**src/rtl/mem_byte_bridge_pkg.sv**
```systemverilog
// Shared definitions for the CPU-word to byte-RAM bridge: FSM encodings and width helpers.
package mem_byte_bridge_pkg;

   localparam int STATE_W = 3;

   localparam logic [STATE_W-1:0] ST_IDLE  = 3'd0;
   localparam logic [STATE_W-1:0] ST_WR    = 3'd1;
   localparam logic [STATE_W-1:0] ST_RD    = 3'd2;
   localparam logic [STATE_W-1:0] ST_RLAST = 3'd3;
   localparam logic [STATE_W-1:0] ST_ACK   = 3'd4;

   // Byte counter width; a single-byte word still needs one counter bit.
   function automatic int cnt_width(input int nb);
      return (nb > 1) ? $clog2(nb) : 1;
   endfunction

endpackage

```
**src/rtl/mem_byte_bridge_byte_shift_reg.sv**
```systemverilog
// Word register that loads a full word, then shifts right one byte per step:
// the low byte feeds the RAM on writes, the RAM byte enters at the top on reads.
module byte_shift_reg #(
   parameter int DATA_W = 32
) (
   input  logic              clk,
   input  logic              rst,
   input  logic              load_i,
   input  logic [DATA_W-1:0] load_dat_i,
   input  logic              shift_i,
   input  logic [7:0]        byte_i,
   output logic [7:0]        byte_o,
   output logic [DATA_W-1:0] shift_dat_o
);

   logic [DATA_W-1:0] data_q;
   logic [DATA_W-1:0] shift_d;

   if (DATA_W == 8) begin : g_byte
      assign shift_d = byte_i;
   end else begin : g_word
      assign shift_d = {byte_i, data_q[DATA_W-1:8]};
   end

   always_ff @(posedge clk or posedge rst) begin
      if (rst) begin
         data_q <= '0;
      end else if (load_i) begin
         data_q <= load_dat_i;
      end else if (shift_i) begin
         data_q <= shift_d;
      end
   end

   assign byte_o      = data_q[7:0];
   assign shift_dat_o = shift_d;

endmodule

```
**src/rtl/mem_byte_bridge.sv**
```systemverilog
// Serialises CPU word reads/writes into little-endian byte accesses on a synchronous byte RAM.
// Write acks NB+1 cycles after acceptance, read acks NB+2; writes win when both requests are up.
module mem_byte_bridge
   import mem_byte_bridge_pkg::*;
#(
   parameter int ADDR_W = 32,
   parameter int DATA_W = 32
) (
   input  logic              clk,
   input  logic              rst,
   input  logic              c_re,
   input  logic              c_we,
   input  logic [ADDR_W-1:0] read_addr,
   input  logic [ADDR_W-1:0] write_addr,
   input  logic [DATA_W-1:0] c_wdata,
   output logic [DATA_W-1:0] c_rdata,
   output logic              m_rack,
   output logic              m_wack,
   output logic              mem_en,
   output logic              mem_we,
   output logic [ADDR_W-1:0] mem_addr,
   output logic [7:0]        mem_wdata,
   input  logic [7:0]        mem_rdata
);

   localparam int NB    = DATA_W / 8;
   localparam int CNT_W = cnt_width(NB);

   logic [STATE_W-1:0] state_q, state_d;
   logic [CNT_W-1:0]   cnt_q, cnt_d;
   logic [ADDR_W-1:0]  base_q, base_d;
   logic               is_wr_q, is_wr_d;
   logic [DATA_W-1:0]  rdata_q, rdata_d;

   logic               sr_load;
   logic               sr_shift;
   logic [7:0]         sr_byte_in;
   logic [7:0]         sr_byte_out;
   logic [DATA_W-1:0]  sr_shift_dat;
   logic               last_byte;

   assign last_byte = (cnt_q == CNT_W'(NB - 1));

   // Writes shift zeros in behind the outgoing bytes; reads shift the RAM byte in at the top.
   assign sr_byte_in = is_wr_q ? 8'h00 : mem_rdata;

   byte_shift_reg #(
      .DATA_W (DATA_W)
   ) u_shift (
      .clk         (clk),
      .rst         (rst),
      .load_i      (sr_load),
      .load_dat_i  (c_wdata),
      .shift_i     (sr_shift),
      .byte_i      (sr_byte_in),
      .byte_o      (sr_byte_out),
      .shift_dat_o (sr_shift_dat)
   );

   always_comb begin
      state_d  = state_q;
      cnt_d    = cnt_q;
      base_d   = base_q;
      is_wr_d  = is_wr_q;
      rdata_d  = rdata_q;
      sr_load  = 1'b0;
      sr_shift = 1'b0;
      case (state_q)
         ST_IDLE: begin
            if (c_we) begin
               state_d = ST_WR;
               cnt_d   = '0;
               base_d  = write_addr;
               is_wr_d = 1'b1;
               sr_load = 1'b1;
            end else if (c_re) begin
               state_d = ST_RD;
               cnt_d   = '0;
               base_d  = read_addr;
               is_wr_d = 1'b0;
               sr_load = 1'b1;
            end
         end
         ST_WR: begin
            sr_shift = 1'b1;
            if (last_byte) begin
               state_d = ST_ACK;
            end else begin
               cnt_d = cnt_q + CNT_W'(1);
            end
         end
         ST_RD: begin
            // RAM data lags the strobe by one cycle, so byte 0 has nothing to capture yet.
            sr_shift = (cnt_q != '0);
            if (last_byte) begin
               state_d = ST_RLAST;
            end else begin
               cnt_d = cnt_q + CNT_W'(1);
            end
         end
         ST_RLAST: begin
            sr_shift = 1'b1;
            rdata_d  = sr_shift_dat;
            state_d  = ST_ACK;
         end
         ST_ACK: begin
            state_d = ST_IDLE;
         end
         default: begin
            state_d = ST_IDLE;
         end
      endcase
   end

   always_ff @(posedge clk or posedge rst) begin
      if (rst) begin
         state_q <= ST_IDLE;
         cnt_q   <= '0;
         base_q  <= '0;
         is_wr_q <= 1'b0;
         rdata_q <= '0;
      end else begin
         state_q <= state_d;
         cnt_q   <= cnt_d;
         base_q  <= base_d;
         is_wr_q <= is_wr_d;
         rdata_q <= rdata_d;
      end
   end

   assign mem_en    = (state_q == ST_WR) || (state_q == ST_RD);
   assign mem_we    = (state_q == ST_WR);
   assign mem_addr  = base_q + ADDR_W'(cnt_q);
   assign mem_wdata = sr_byte_out;
   assign m_wack    = (state_q == ST_ACK) && is_wr_q;
   assign m_rack    = (state_q == ST_ACK) && !is_wr_q;
   assign c_rdata   = rdata_q;

endmodule

```
**config.mk**
```make
export PLATFORM = sky130hd
export DESIGN_NAME = mem_byte_bridge
export DESIGN_NICKNAME = d
export VERILOG_FILES = /design/src/rtl/mem_byte_bridge_pkg.sv /design/src/rtl/mem_byte_bridge_byte_shift_reg.sv /design/src/rtl/mem_byte_bridge.sv
export SDC_FILE = /design/constraint.sdc
export NUM_CORES = 1
export LEC_CHECK = 0
export ABC_AREA = 1
export BUFFER_PORTS_ARGS = -buffer_cell sky130_fd_sc_hd__buf_2
export CORE_ASPECT_RATIO = 0.8
export CORE_MARGIN = 10
export CORE_UTILIZATION = 56
export CTS_CLUSTER_DIAMETER = 50
export DETAILED_ROUTE_END_ITERATION = 8
export GPL_TIMING_DRIVEN = 0
export HOLD_SLACK_MARGIN = 0.02
export PLACE_DENSITY = 0.95
export SETUP_SLACK_MARGIN = 0.2
export SLEW_MARGIN = 10
export SYNTH_ARGS = -nofsm -noshare
export SYNTH_HDL_FRONTEND = slang
export SYNTH_HIERARCHICAL = 1
export SYNTH_SLANG_ARGS = --single-unit
```
**constraint.sdc**
```tcl
create_clock -name clk -period 3.5 [get_ports clk]
set_input_delay 0.35 -clock clk [delete_from_list [all_inputs] [get_ports clk]]
set_output_delay 0.35 -clock clk [all_outputs]
set_load 0.01 [all_outputs]
```
# Word-level counts from Yosys, hierarchy flattened
# Cells that the tools add are included.
# op_classes
addsub	2
n_mul	0
div	0
n_lt_le_gt_ge	0
eq_ne	9
shift	0
muxes	20
bitwise_logic	0
n_reduce_logical	14
# op_table
op	n
$mux W32	4
$add A32 B2 Y32	1
$mux W3	4
$pmux W3 S4	1
$mux W8	1
$reduce_bool A2 Y1	4
$eq A3 B2 Y1 const B	2
$mux W2	3
$reduce_and A3 Y1	2
$mux W1	5
$ne A2 B2 Y1 const B	2
$pmux W2 S2	1
$reduce_or A2 Y1	2
$eq A3 B1 Y1 const B	1
$eq A3 B3 Y1 const B	1
$logic_not A3 Y1	1
$ne A3 B3 Y1 const B	1
$add A2 B1 Y2 const B	1
$eq A2 B2 Y1 const B	1
$logic_and A1 B1 Y1	2
$ne A2 B1 Y1 const B	1
$pmux W1 S2	1
$reduce_and A2 Y1	1
$logic_not A1 Y1	1
$logic_or A1 B1 Y1	1
# totals
ff_bits	102
latchBits	0
ram_bits	0
rom_bits	0
inputBits	108
out_inout_bits	76
mem_count	0

# Longest topological paths before layout
# depth
word_depth	5
mapped_depth	10

# Cells and area by module
# The synthesis kept the hierarchy.
# modules_own_cells
module	instances	cells_each	area_per_inst_um2	seq_area_each_um2
mem_byte_bridge	1	635	4242.8	1751.7
byte_shift_reg	1	185	1565.3	800.8

# Worst setup path after synthesis
# No wires, ideal clock.
# synth_path
path_type	reg-to-output
from	register cnt_q[0]
to	output port mem_addr[12]
arrival_ns	1.770
setup_slack_ns	1.380
path_stages_with_launch	8
path_cell_list	dfrtp_1 ha_1 inv_1 fa_1 nor2_4 nand2_1 nor2_1 xor2_1
# synth_between
elab_chain_len	1
# synth_rtl
element	line_no	text
from (decl)	mem_byte_bridge.sv:30	logic [CNT_W-1:0] cnt_q, cnt_d;
from (signal assigned)	mem_byte_bridge.sv:124	cnt_q <= cnt_d;
$add A32 B2 Y32	mem_byte_bridge.sv:133	assign mem_addr = base_q + ADDR_W'(cnt_q);
to (decl)	mem_byte_bridge.sv:21	output logic [ADDR_W-1:0] mem_addr,
# No other way between the ends.

# Worst setup path in the final report
# layout_path
from	register cnt_q[0]
to	output port mem_addr[20]
# The elaborated chain is that of the path after synthesis.

==> impl_metrics.ini <==
[sta]
timing.final.setup_violations = 0
skew_ns = 0.00793
grt_setup_unrepaired = false
slew_headroom_pct = 54.5
finalMaxSlewViolations = 0
max_clock_freq_mhz = 347
totalNegativeSetupSlack_ns = 0
finalHoldWorstSlack_ns = 0.216
layout_worst_path_cycle_share_pct = 82.4
fin_crit_ns = 2.88
post_route_setup_slack_ns = 0.617
tightestPinTransition_ns = 0.682
final_hold_viol_count = 0

[logic_synthesis]
edff_count_synth = 0
yosysTopAreaCell = sky130_fd_sc_hd__dfrtp_1
synth_cells = 820
most_used_standard_cell_by_instance_count_after_synthesis = sky130_fd_sc_hd__nand2_1
synth_top_flop_cell = sky130_fd_sc_hd__dfrtp_1
post_synth_num_cell_types = 23
synth_area_per_cell_um2 = 7.08
yosys_warnings = 6
yosys-top-cells-area = sky130_fd_sc_hd__dfrtp_1 (44%), sky130_fd_sc_hd__nand2_1 (23%), sky130_fd_sc_hd__nand3_1 (10%)
yosysTopAreaCellShare_pct = 43.9
synth.net_count = 933
synth.cells.most_frequent = sky130_fd_sc_hd__nand2_1 (356), sky130_fd_sc_hd__nand3_1 (117), sky130_fd_sc_hd__dfrtp_1 (102), sky130_fd_sc_hd__nor2_1 (62), sky130_fd_sc_hd__inv_1 (59)
synth_async_sr_flop_share_pct = 100
synth.cell_area_mm2 = 0.00581
number_of_flip_flops_and_latches_in_the_synthesized_netlist = 102
seq_area_frac_synth_pct = 43.9

[layout]
area_growth_syn_to_layout_pct = 24.2
post_layout_nonfiller_instances = 1160
layout_fillers = 858
layout.nets = 1128
layout-drive-gt1-share_pct = 24.3
insertedDiodeCount = 0

[placed_design]
routabilityCongestion = 0.973
place.detailed.hpwl_um = 14500
io_buffer_count = 182
dp_slack_ns = 1.01
placedCellCount = 1143

[worst_setup_path]
rrSetupSlack_ns = 1.51
worst-path-max-fanout = 5
cp-end-kind = output pin
worst_ep_arrival_time_ns = 2.53
reg2regPathDepth = 9
worst_setup_path_start_kind = flop
critical_path_class = flop to output pin
required_ns = 3.15

[die]
die-area_mm2 = 0.0149
design.portCount = 184
initial_core_util_pct = 57.0
floorplan_core_area_mm2 = 0.0102
floorplan.rows = 33
die_height_um = 111
die_w_um = 134

[routing]
via_count = 6181
met3_wire_length_um = 1910
top_routing_layer_in_use = met4
detail_route.drc_violations = 0
wl_met2_um = 8520
wl_met1_um = 7650
detailedRoute.firstIterationViolations = 662
route.detailed.vias_per_inst = 5.33
wl_per_cell_um = 15.9
detail-route-antenna-nets = 0
drt_pre_antenna_iters = 5
routed_wl_um = 18400

[min_path]
hold_path.class = primary input to flop
hold_path_depth = 3

[global_routing]
grtUsageTotal_pct = 24.3
first_global_vias = 6050
first_pass_grt_wire_length_um = 29900
largest_net_degree_at_the_start_of_global_routing = 51
grt_overflow_total = 0
initial_antenna_violation_count = 0

[clocking]
postCtsSetupRepairBufs = 0
ctsRootBufferMaster = sky130_fd_sc_hd__clkbuf_16
clock_tree.htree_level_count = 3
cts_tree = built
clk_pin_slew_ns = 0.07
numClockSinks = 102
numCtsBuffers = 9
cts-root-to-sink-buffers = 2
postCtsResizedCells = 0
clock_latency_ns = 0.34

[pwr]
power.density_mw_per_mm2 = 869
leakage_component_of_the_power_uw = 0.00396
vdd.ir_drop.worst_mv = 0.499

[job]
cap_viol_max_count = 0

[outcome]
run_status = completed
cells by family after synthesis:
kind of cell | after synthesis | synth area share (%)
compound gates | 39 | 3.77
flops | 102 | 43.9
simple gates | 551 | 39.5
buf+inv | 108 | 9.33
fa+ha+maj | 5 | 1.21
xor+xnor | 15 | 2.26
placed cells by master (no fill, tap or decap):
cell | netlist | layout
sky130_fd_sc_hd__dlygate4sd3_1 | 0 | 1
sky130_fd_sc_hd__buf_4 | 9 | 9
sky130_fd_sc_hd__o21ai_1 | 1 | 1
sky130_fd_sc_hd__fa_1 | 1 | 1
sky130_fd_sc_hd__o211ai_1 | 9 | 9
sky130_fd_sc_hd__xnor2_1 | 1 | 1
sky130_fd_sc_hd__xor2_1 | 14 | 14
sky130_fd_sc_hd__inv_6 | 0 | 2
sky130_fd_sc_hd__nor2_8 | 1 | 1
sky130_fd_sc_hd__inv_2 | 2 | 3
sky130_fd_sc_hd__nand2_1 | 356 | 356
sky130_fd_sc_hd__o21ai_0 | 28 | 28
sky130_fd_sc_hd__clkbuf_1 | 16 | 17
sky130_fd_sc_hd__buf_16 | 0 | 1
sky130_fd_sc_hd__inv_1 | 59 | 57
sky130_fd_sc_hd__clkinvlp_4 | 0 | 3
sky130_fd_sc_hd__or2_2 | 9 | 9
sky130_fd_sc_hd__nand3_1 | 117 | 117
sky130_fd_sc_hd__o22ai_1 | 1 | 1
sky130_fd_sc_hd__nor3_2 | 1 | 1
sky130_fd_sc_hd__nand3b_1 | 1 | 1
sky130_fd_sc_hd__dfrtp_1 | 102 | 102
sky130_fd_sc_hd__buf_2 | 10 | 192
sky130_fd_sc_hd__nor2_4 | 4 | 4
sky130_fd_sc_hd__ha_1 | 4 | 4
sky130_fd_sc_hd__buf_6 | 12 | 12
sky130_fd_sc_hd__inv_4 | 0 | 1
sky130_fd_sc_hd__clkbuf_16 | 0 | 9
sky130_fd_sc_hd__inv_8 | 0 | 1
sky130_fd_sc_hd__nor2_1 | 62 | 62
repair_timing:
action                                  CTS  global route
hold buffers                              1             0
endpoints found under the setup margin    0             0
hold endpoints to repair                 20             0
through the flow:
stage	utilization, %	total power, uW	area (um^2)
2_1_floorplan	-	4120	5810
3_3_place_gp	67.6	5160	6890
3_5_place_dp	67.9	5280	6920
4_1_cts	70.7	6250	7210
5_1_grt	70.7	6750	7210
6_report	70.7	6270	7210
path summary, 6_finish.rpt:
path / end / start
min reg2reg: c_rdata[8] / c_rdata[8]
min in group asynchronous: base_q[25] / rst
max: mem_addr[20] / cnt_q[0]
max in group asynchronous: u_shift/data_q[11] / rst
max reg2reg: u_shift/data_q[22] / state_q[2]
min: u_shift/data_q[25] / c_wdata[25]
state kept, by name (all words and copies together), names as in the netlist:
signal / cells
base_q: 32
cnt_q: 2
is_wr_q: 1
u_shift/data_q: 32
state_q: 3
c_rdata: 32
critical path, cell delays in order (launching register included):
cell and delay, ns:
sky130_fd_sc_hd__dfrtp_1 0.43, sky130_fd_sc_hd__ha_1 0.23, sky130_fd_sc_hd__inv_1 0.06, sky130_fd_sc_hd__fa_1 0.50, sky130_fd_sc_hd__nor2_4 0.22, sky130_fd_sc_hd__nand2_1 0.16
sky130_fd_sc_hd__nor2_1 0.25, sky130_fd_sc_hd__nand2_1 0.08, sky130_fd_sc_hd__nand2_1 0.06, sky130_fd_sc_hd__nand2_1 0.04, sky130_fd_sc_hd__buf_2 0.14
per-layer routing:
layer	vias up	track usage (%)
met4	0	6.95
li1	2943	-
met1	2877	32.1
met2	321	38.3
met5	-	0
met3	40	6.30
final cells by class:
type                            instances  area, um^2  share of cell area (%)
Clock buffer                           10         229                    3.17
Clock inverter                          6        51.3                   0.711
Timing Repair Buffer                  184         948                    13.1
Inverter                               61         231                    3.21
Tap cell                              140         175                    2.43
Multi-Input combinational cell        610        2710                    37.6
Buffer                                 47         313                    4.34
Sequential cell                       102        2550                    35.4
where the power goes:
group	internal (uW)	switching, uW	leakage [uW]	total (uW)
logic	1160	1930	0.00255	3090
registers	1730	494	0.00128	2230
clock network	493	462	0.000128	955
(Power assumes the default switching activity.)
